### src/rtl/periodic_sampler_gen_pkg.sv
`default_nettype none
// ============================================================================
// Module   : periodic_sampler_gen_pkg
// Purpose  : Shared state encodings and period clamp for the periodic sampler
//            family.
// Revision : 1.0 - initial release
// ============================================================================
package periodic_sampler_gen_pkg;

    // Sampler control states
    typedef enum logic [1:0] {
        ST_IDLE   = 2'd0,
        ST_COUNT  = 2'd1,
        ST_SAMPLE = 2'd2
    } state_e;

    // Shortest period the counter can realise (one COUNT cycle + SAMPLE)
    localparam int C_PERIOD_MIN = 2;

    // Effective period: 0 selects the default, 1 is clamped up to the minimum
    function automatic logic [31:0] eff_period(input logic [31:0] per,
                                               input logic [31:0] nper);
        if (per == 32'd0) begin
            return nper;
        end else if (per == 32'd1) begin
            return 32'(C_PERIOD_MIN);
        end
        return per;
    endfunction

endpackage
`default_nettype wire

### src/rtl/periodic_sampler_gen_tick_counter.sv
`default_nettype none
// ============================================================================
// Module   : sampler_tick_counter
// Purpose  : Loadable down-counter for the sampler period. Flags when the
//            count reaches two and never decrements below that value.
// Revision : 1.0 - initial release
// ============================================================================
module sampler_tick_counter #(
    parameter int             CW      = 8,
    parameter logic [CW-1:0]  RST_VAL = '0
) (
    input  logic          clock_i,
    input  logic          reset_n_i,
    input  logic          load_i,
    input  logic          dec_i,
    input  logic [CW-1:0] load_val_i,
    output logic          at_two_o
);

    logic [CW-1:0] count_q;
    logic [CW-1:0] count_d;

    assign at_two_o = (count_q == CW'(2));

    // Next count: load has priority, decrement stops at two
    always_comb begin
        count_d = count_q;
        if (load_i) begin
            count_d = load_val_i;
        end else if (dec_i && !at_two_o) begin
            count_d = count_q - 1'b1;
        end
    end

    // Count register, reset to the default period
    always_ff @(posedge clock_i or negedge reset_n_i) begin
        if (!reset_n_i) begin
            count_q <= RST_VAL;
        end else begin
            count_q <= count_d;
        end
    end

endmodule
`default_nettype wire

### src/rtl/periodic_sampler_gen.sv
`default_nettype none
// ============================================================================
// Module   : periodic_sampler_gen
// Purpose  : Periodic / one-shot sampler. Every P clocks captures the data
//            field and a selected address field of d, then pulses stb.
// Revision : 1.0 - initial release
// ============================================================================
module periodic_sampler_gen
    import periodic_sampler_gen_pkg::*;
#(
    parameter int ZW   = 8,
    parameter int AW   = 4,
    parameter int NCH  = 2,
    parameter int SW   = 1,
    parameter int CW   = 8,
    parameter int NPER = 10
) (
    input  logic                  clock,
    input  logic                  reset_,
    input  logic [ZW+NCH*AW-1:0]  d,
    input  logic [SW-1:0]         sel,
    input  logic                  mode,
    input  logic                  start,
    input  logic [CW-1:0]         per,
    output logic [ZW-1:0]         z,
    output logic [AW-1:0]         a,
    output logic                  stb,
    output logic                  sel_err
);

    state_e          state_q, state_d;
    logic [ZW-1:0]   z_q, z_d;
    logic [AW-1:0]   a_q, a_d;
    logic            stb_q, stb_d;
    logic            err_q, err_d;

    logic [AW-1:0]   fields [NCH];
    logic [AW-1:0]   field_sel;
    logic            sel_ok;
    logic [CW-1:0]   period_eff;
    logic            cnt_load;
    logic            cnt_dec;
    logic            cnt_at_two;

    // Address fields, field 0 is the most significant one above the data
    for (genvar k = 0; k < NCH; k++) begin : g_field
        assign fields[k] = d[ZW+AW*(NCH-k)-1 -: AW];
    end

    // Field select; out-of-range indices leave sel_ok low
    always_comb begin
        field_sel = '0;
        sel_ok    = 1'b0;
        for (int k = 0; k < NCH; k++) begin
            if (sel == SW'(k)) begin
                field_sel = fields[k];
                sel_ok    = 1'b1;
            end
        end
    end

    assign period_eff = CW'(eff_period(32'(per), 32'(NPER)));

    sampler_tick_counter #(
        .CW      (CW),
        .RST_VAL (CW'(NPER))
    ) u_tick (
        .clock_i    (clock),
        .reset_n_i  (reset_),
        .load_i     (cnt_load),
        .dec_i      (cnt_dec),
        .load_val_i (period_eff),
        .at_two_o   (cnt_at_two)
    );

    // Next-state and output decode; stb/sel_err default low every cycle
    always_comb begin
        state_d  = state_q;
        cnt_load = 1'b0;
        cnt_dec  = 1'b0;
        z_d      = z_q;
        a_d      = a_q;
        stb_d    = 1'b0;
        err_d    = 1'b0;
        case (state_q)
            ST_IDLE: begin
                if (!mode || start) begin
                    cnt_load = 1'b1;
                    state_d  = ST_COUNT;
                end
            end
            ST_COUNT: begin
                cnt_dec = 1'b1;
                if (cnt_at_two) begin
                    state_d = ST_SAMPLE;
                end
            end
            ST_SAMPLE: begin
                z_d   = d[ZW-1:0];
                stb_d = 1'b1;
                if (sel_ok) begin
                    a_d = field_sel;
                end else begin
                    err_d = 1'b1;
                end
                if (!mode) begin
                    cnt_load = 1'b1;
                    state_d  = ST_COUNT;
                end else begin
                    state_d  = ST_IDLE;
                end
            end
            default: begin
                state_d = ST_IDLE;
            end
        endcase
    end

    // State and output registers, asynchronously cleared
    always_ff @(posedge clock or negedge reset_) begin
        if (!reset_) begin
            state_q <= ST_IDLE;
            z_q     <= '0;
            a_q     <= '0;
            stb_q   <= 1'b0;
            err_q   <= 1'b0;
        end else begin
            state_q <= state_d;
            z_q     <= z_d;
            a_q     <= a_d;
            stb_q   <= stb_d;
            err_q   <= err_d;
        end
    end

    assign z       = z_q;
    assign a       = a_q;
    assign stb     = stb_q;
    assign sel_err = err_q;

endmodule
`default_nettype wire
### config.mk
export PLATFORM = sky130hd
export DESIGN_NAME = periodic_sampler_gen
export DESIGN_NICKNAME = d
export VERILOG_FILES = /design/src/rtl/periodic_sampler_gen_pkg.sv /design/src/rtl/periodic_sampler_gen_tick_counter.sv /design/src/rtl/periodic_sampler_gen.sv
export SDC_FILE = /design/constraint.sdc
export NUM_CORES = 1
export LEC_CHECK = 0
export CORE_ASPECT_RATIO = 1.2
export CORE_MARGIN = 1.5
export CORE_UTILIZATION = 35
export DETAILED_ROUTE_END_ITERATION = 16
export PLACE_DENSITY = 0.77
export SETUP_SLACK_MARGIN = 0.15
export SYNTH_ARGS = -nofsm -noshare
export SYNTH_HDL_FRONTEND = slang
export SYNTH_SLANG_ARGS = --single-unit
### constraint.sdc
create_clock -name clock -period 2 [get_ports clock]
set_input_delay 0.4 -clock clock [delete_from_list [all_inputs] [get_ports clock]]
set_output_delay 0.4 -clock clock [all_outputs]
set_load 0.05 [all_outputs]
* After elaboration in Yosys (flattened, before gate mapping)
Index checks and enable logic that the tools add are counted.
** Operators by class
- Muxes and demuxes :: 17
- Add/subtract/negate cells :: 1
- Reduce and logical (&&, ||, !) cells :: 8
- Equality and inequality tests :: 6
** Operators with widths (count)
- $mux 8 :: 5
- $eq 8x1->1 const B :: 1
- $eq 8x2->1 const B :: 1
- $logic_not 8->1 :: 1
- $sub 8x1->8 const B :: 1
- $mux 1 :: 7
- $pmux 2 s3 :: 1
- $mux 2 :: 2
- $mux 4 :: 1
- $eq 2x1->1 const B :: 1
- $eq 2x2->1 const B :: 1
- $logic_not 1->1 :: 2
- $logic_not 2->1 :: 1
- $ne 2x1->1 const B :: 1
- $ne 2x2->1 const B :: 1
- $pmux 1 s2 :: 1
- $reduce_and 2->1 :: 1
- $reduce_bool 2->1 :: 1
- $logic_and 1x1->1 :: 1
- $logic_or 1x1->1 :: 1
** Storage, ports and cells
- Bits of input ports :: 29
- Word-level logic and storage cells :: 37
- Register bits :: 23
- Output and inout bits :: 14

* Logic depth before layout (Yosys ltp)
- Word-level depth :: 5
- Mapped depth :: 6
- Gate-level depth less buffers :: 6

* Cells and area by module
Synthesis repeated with hierarchy kept, for this count alone.
** Unflattened totals
- Cell total of the unflattened synthesis :: 119
- Area, all modules :: 1228.7 um^2
** By module, submodules not included
- periodic_sampler_gen :: cells each 59, area each 681.9 um^2, sequential area each 375.4 um^2, instances 1
- sampler_tick_counter :: cells each 60, area each 546.8 um^2, sequential area each 202.7 um^2, instances 1

* Least setup slack after synthesis
No wires, ideal clock.
- Path kind :: register to register
- Start :: register u_tick.count_q[1]
- End :: register u_tick.count_q[7]
- Arrival time :: 1575 ps
- Library setup time :: 126 ps
- Path buffers :: 0
- Cell stages (with the launch flop) :: 6
- Period minus slack after synthesis :: 1701 ps
- Path slack :: 299 ps
- Required time :: 1874 ps
- Cell sequence :: dfstp_2 -> ha_1 -> nor4b_4 -> a21oi_2 -> a41o_1 -> a221o_1
** Between the ends
- Longest elaborated chain between the ends :: 4
- Elaborated cells on any way between the ends :: 7
- Classes of those cells :: add/sub: 1; eq/ne: 1; mux: 2; reduce/logical: 3
** RTL lines
- start: declaration :: line periodic_sampler_gen_tick_counter.sv:20 : logic [CW-1:0] count_q;
- start signal: assignment :: line periodic_sampler_gen_tick_counter.sv:40 : count_q <= count_d;
- branches (longest 4 deep; another with $sub 8x1->8)
Several ways; the timed one is not identified. The select of a mux whose other input is x is not followed.
A chain may end at the register's enable or synchronous reset.

* Worst setup path after layout
Ends and elaborated chain as after synthesis.

==> run metrics <==
initial drt markers 17; Final Cycle Share 92.22%; Multi-input gate area 550.5 um^2; CTS tree built; most frequent cells in the layout clkdlybuf4s50_1, dfrtp_1, dlygate4sd2_1; Worst EP arrival a little over 2000 ps; Crit path buffers/inverters 0; Setup crit start kind flip-flop; share of layout cells above drive strength 1 15.03%; filler cell count 291; Post-synth top flop dfrtp_1; f_max 0.5422 GHz; Tot GR Track Use 15.50%; Syn Inst Count between 100 and 150; Fin. Hold Viols 0; Ys Warns 0; Die Wd 55.75 um; drt via density 5.280; RSZ-0062 raised after global routing yes; min Tclk post-route 1844 ps; router iterations before antenna repair 6; WL final around 2.7 mm; CP max stage delay just under 600 ps; Mean Syn Cell Area between 10 and 15 um^2; CTS Root Cell clkbuf_4; Worst Reg2Reg Path Length in Cells 5; Clk Latency, worst-skew pair 310 ps; DRC 0; Setup violations, final 0; reg2reg end u_tick.count_q[7]; Vias roughly 1000; WP depth 5; Hold Buf Count CTS 0; largest net degree at the start of global routing 24; Max clock buf depth 2; status complete, no violations; Post-DP HPWL 2.151 mm; total negative slack 0 ps; Post-Syn Area ~1200 um^2; clk slew on worst S/H paths 120 ps; Post-synth ARST share 100.0%; Post-Route Utilization a little over half; routability cong. 0.8393; final hold slack about 420 ps; Boundary Pins between 40 and 50; commonest non-fill, non-tap cell in the layout clkdlybuf4s50_1; Hold Crit Class in2async; Final ANT Viol Nets 0; core area 3110 um^2; Yosys cell types 39; Syn Nets 138; CTS Sinks 23; NumNets Final 185; CP Cell Sequence ha_1, nor4b_4, a21oi_2, a41o_1, a221o_1; # diodes 0; Worst setup EP type flip-flop; Initial Util roughly 38%; Reg2Reg Setup Slack 160 ps; die area 3696 um^2; sequential cell area 579.3 um^2; pwr dens 1273 nW/um^2; vias in the first global route 978; Setup Crit Path Kind reg2reg; area delta synth->final 41.65%; Max-slew headroom 57.95%; final setup skew 13.59 ps; final global-route overflow total 0; post-synthesis sequential area ratio 49.46%; global-route wire length before repair 4.402 mm; initial antenna violation count 0; CP max-delay cell dfstp_2; num rows 22; Synth Register Bits 23; Pwr Total 2.107 mW; CP required 2210 ps; maxcap violations 0; Avg WL per Cell 14.51 um; delay-heaviest family, CP compound AO/OA/AOI/OAI gates; Die Span Y 66.30 um; Leak Pwr 0.7169 nW; CP Max Fanout 5; Pins Over Slew Limit 0; Post-synth EDFFs 0; FF-to-FF Start u_tick.count_q[1]; Port Buffers 41; H-tree levels 1; Slew @ Worst Pin 630.8 ps; CTS buffer count 3; Peak VDD IR 0.6394 mV
## cell families (layout without fill, tap and decap cells)
logic type	Yosys count	count (layout)	synth area share (%)
buf+inv	9	55	3.426
fa+ha+maj	2	2	2.141
flops	23	23	49.46
compound gates	25	25	15.20
simple gates	34	34	17.56
mux	12	12	11.14
xor+xnor	1	1	0.7496
other cells	1	1	0.3209
## report_power, final
part / leakage, nW / internal, mW / switching, mW
Clock: 0.0150 / 0.0779 / 0.131
Combinational: 0.443 / 0.429 / 0.647
Sequential: 0.259 / 0.653 / 0.169
## per-stage QoR
stage               instances  area, um^2  setup WS, ps
floorplan                 107        1169         298.6
global placement          182        1618         258.6
detailed placement        182        1618         154.8
CTS                       186        1629         151.9
global route              189        1655         94.68
finish                    189        1655         155.6
## routing by layer
metal,up-vias,global-route usage [%],share of wire (%)
met1,455,17.96,42
met3,8,5.088,7.9
met5,-,0,0
met4,0,7.927,3.0
li1,486,-,-
met2,49,25.60,47
## layout make-up
class | count | area share [%]
clock buffers | 4 | 1.587
inverters | 5 | 1.134
multi-input cells | 75 | 33.26
flip-flops and latches | 23 | 35.00
well taps | 36 | 2.721
repair buffers | 46 | 26.30
## Yosys cell counts, types with 4 or more instances
cell | count | area [um^2]
nand3_1 | 4 | 20.02
inv_1 | 5 | 18.77
nor2_1 | 5 | 18.77
nand2_1 | 11 | 41.29
a21oi_1 | 4 | 20.02
mux2_2 | 7 | 78.83
mux2i_1 | 4 | 40.04
dfrtp_1 | 21 | 525.5
## worst register-to-register path, delay by kind of cell (launching register included)
kind	cells	cell delay, ps
fa+ha+maj	1	170
compound gates	3	670
flops	1	580
simple gates	1	310
## repair_timing
item,in CTS,in global routing
gates resized for setup,12,2
endpoints found under the setup margin,12,2
buffers inserted,0,3
## flip-flops by register name (all words and copies together) (netlist names)
name / count
u_tick.count_q: 8
z: 8
a: 4
state_q: 2
stb: 1
## how the worst max path moves through the flow
stage | startpoint | slack (ps) | endpoint
2_1_floorplan | u_tick.count_q[1] | 300 | u_tick.count_q[7]
3_3_place_gp | u_tick.count_q[1] | 260 | u_tick.count_q[7]
3_5_place_dp | u_tick.count_q[1] | 150 | u_tick.count_q[7]
4_1_cts | stb | 150 | stb
5_1_grt | u_tick.count_q[1] | 90 | u_tick.count_q[7]
6_report | u_tick.count_q[1] | 160 | u_tick.count_q[7]
Note: power is estimated with default switching activity, not from simulation.
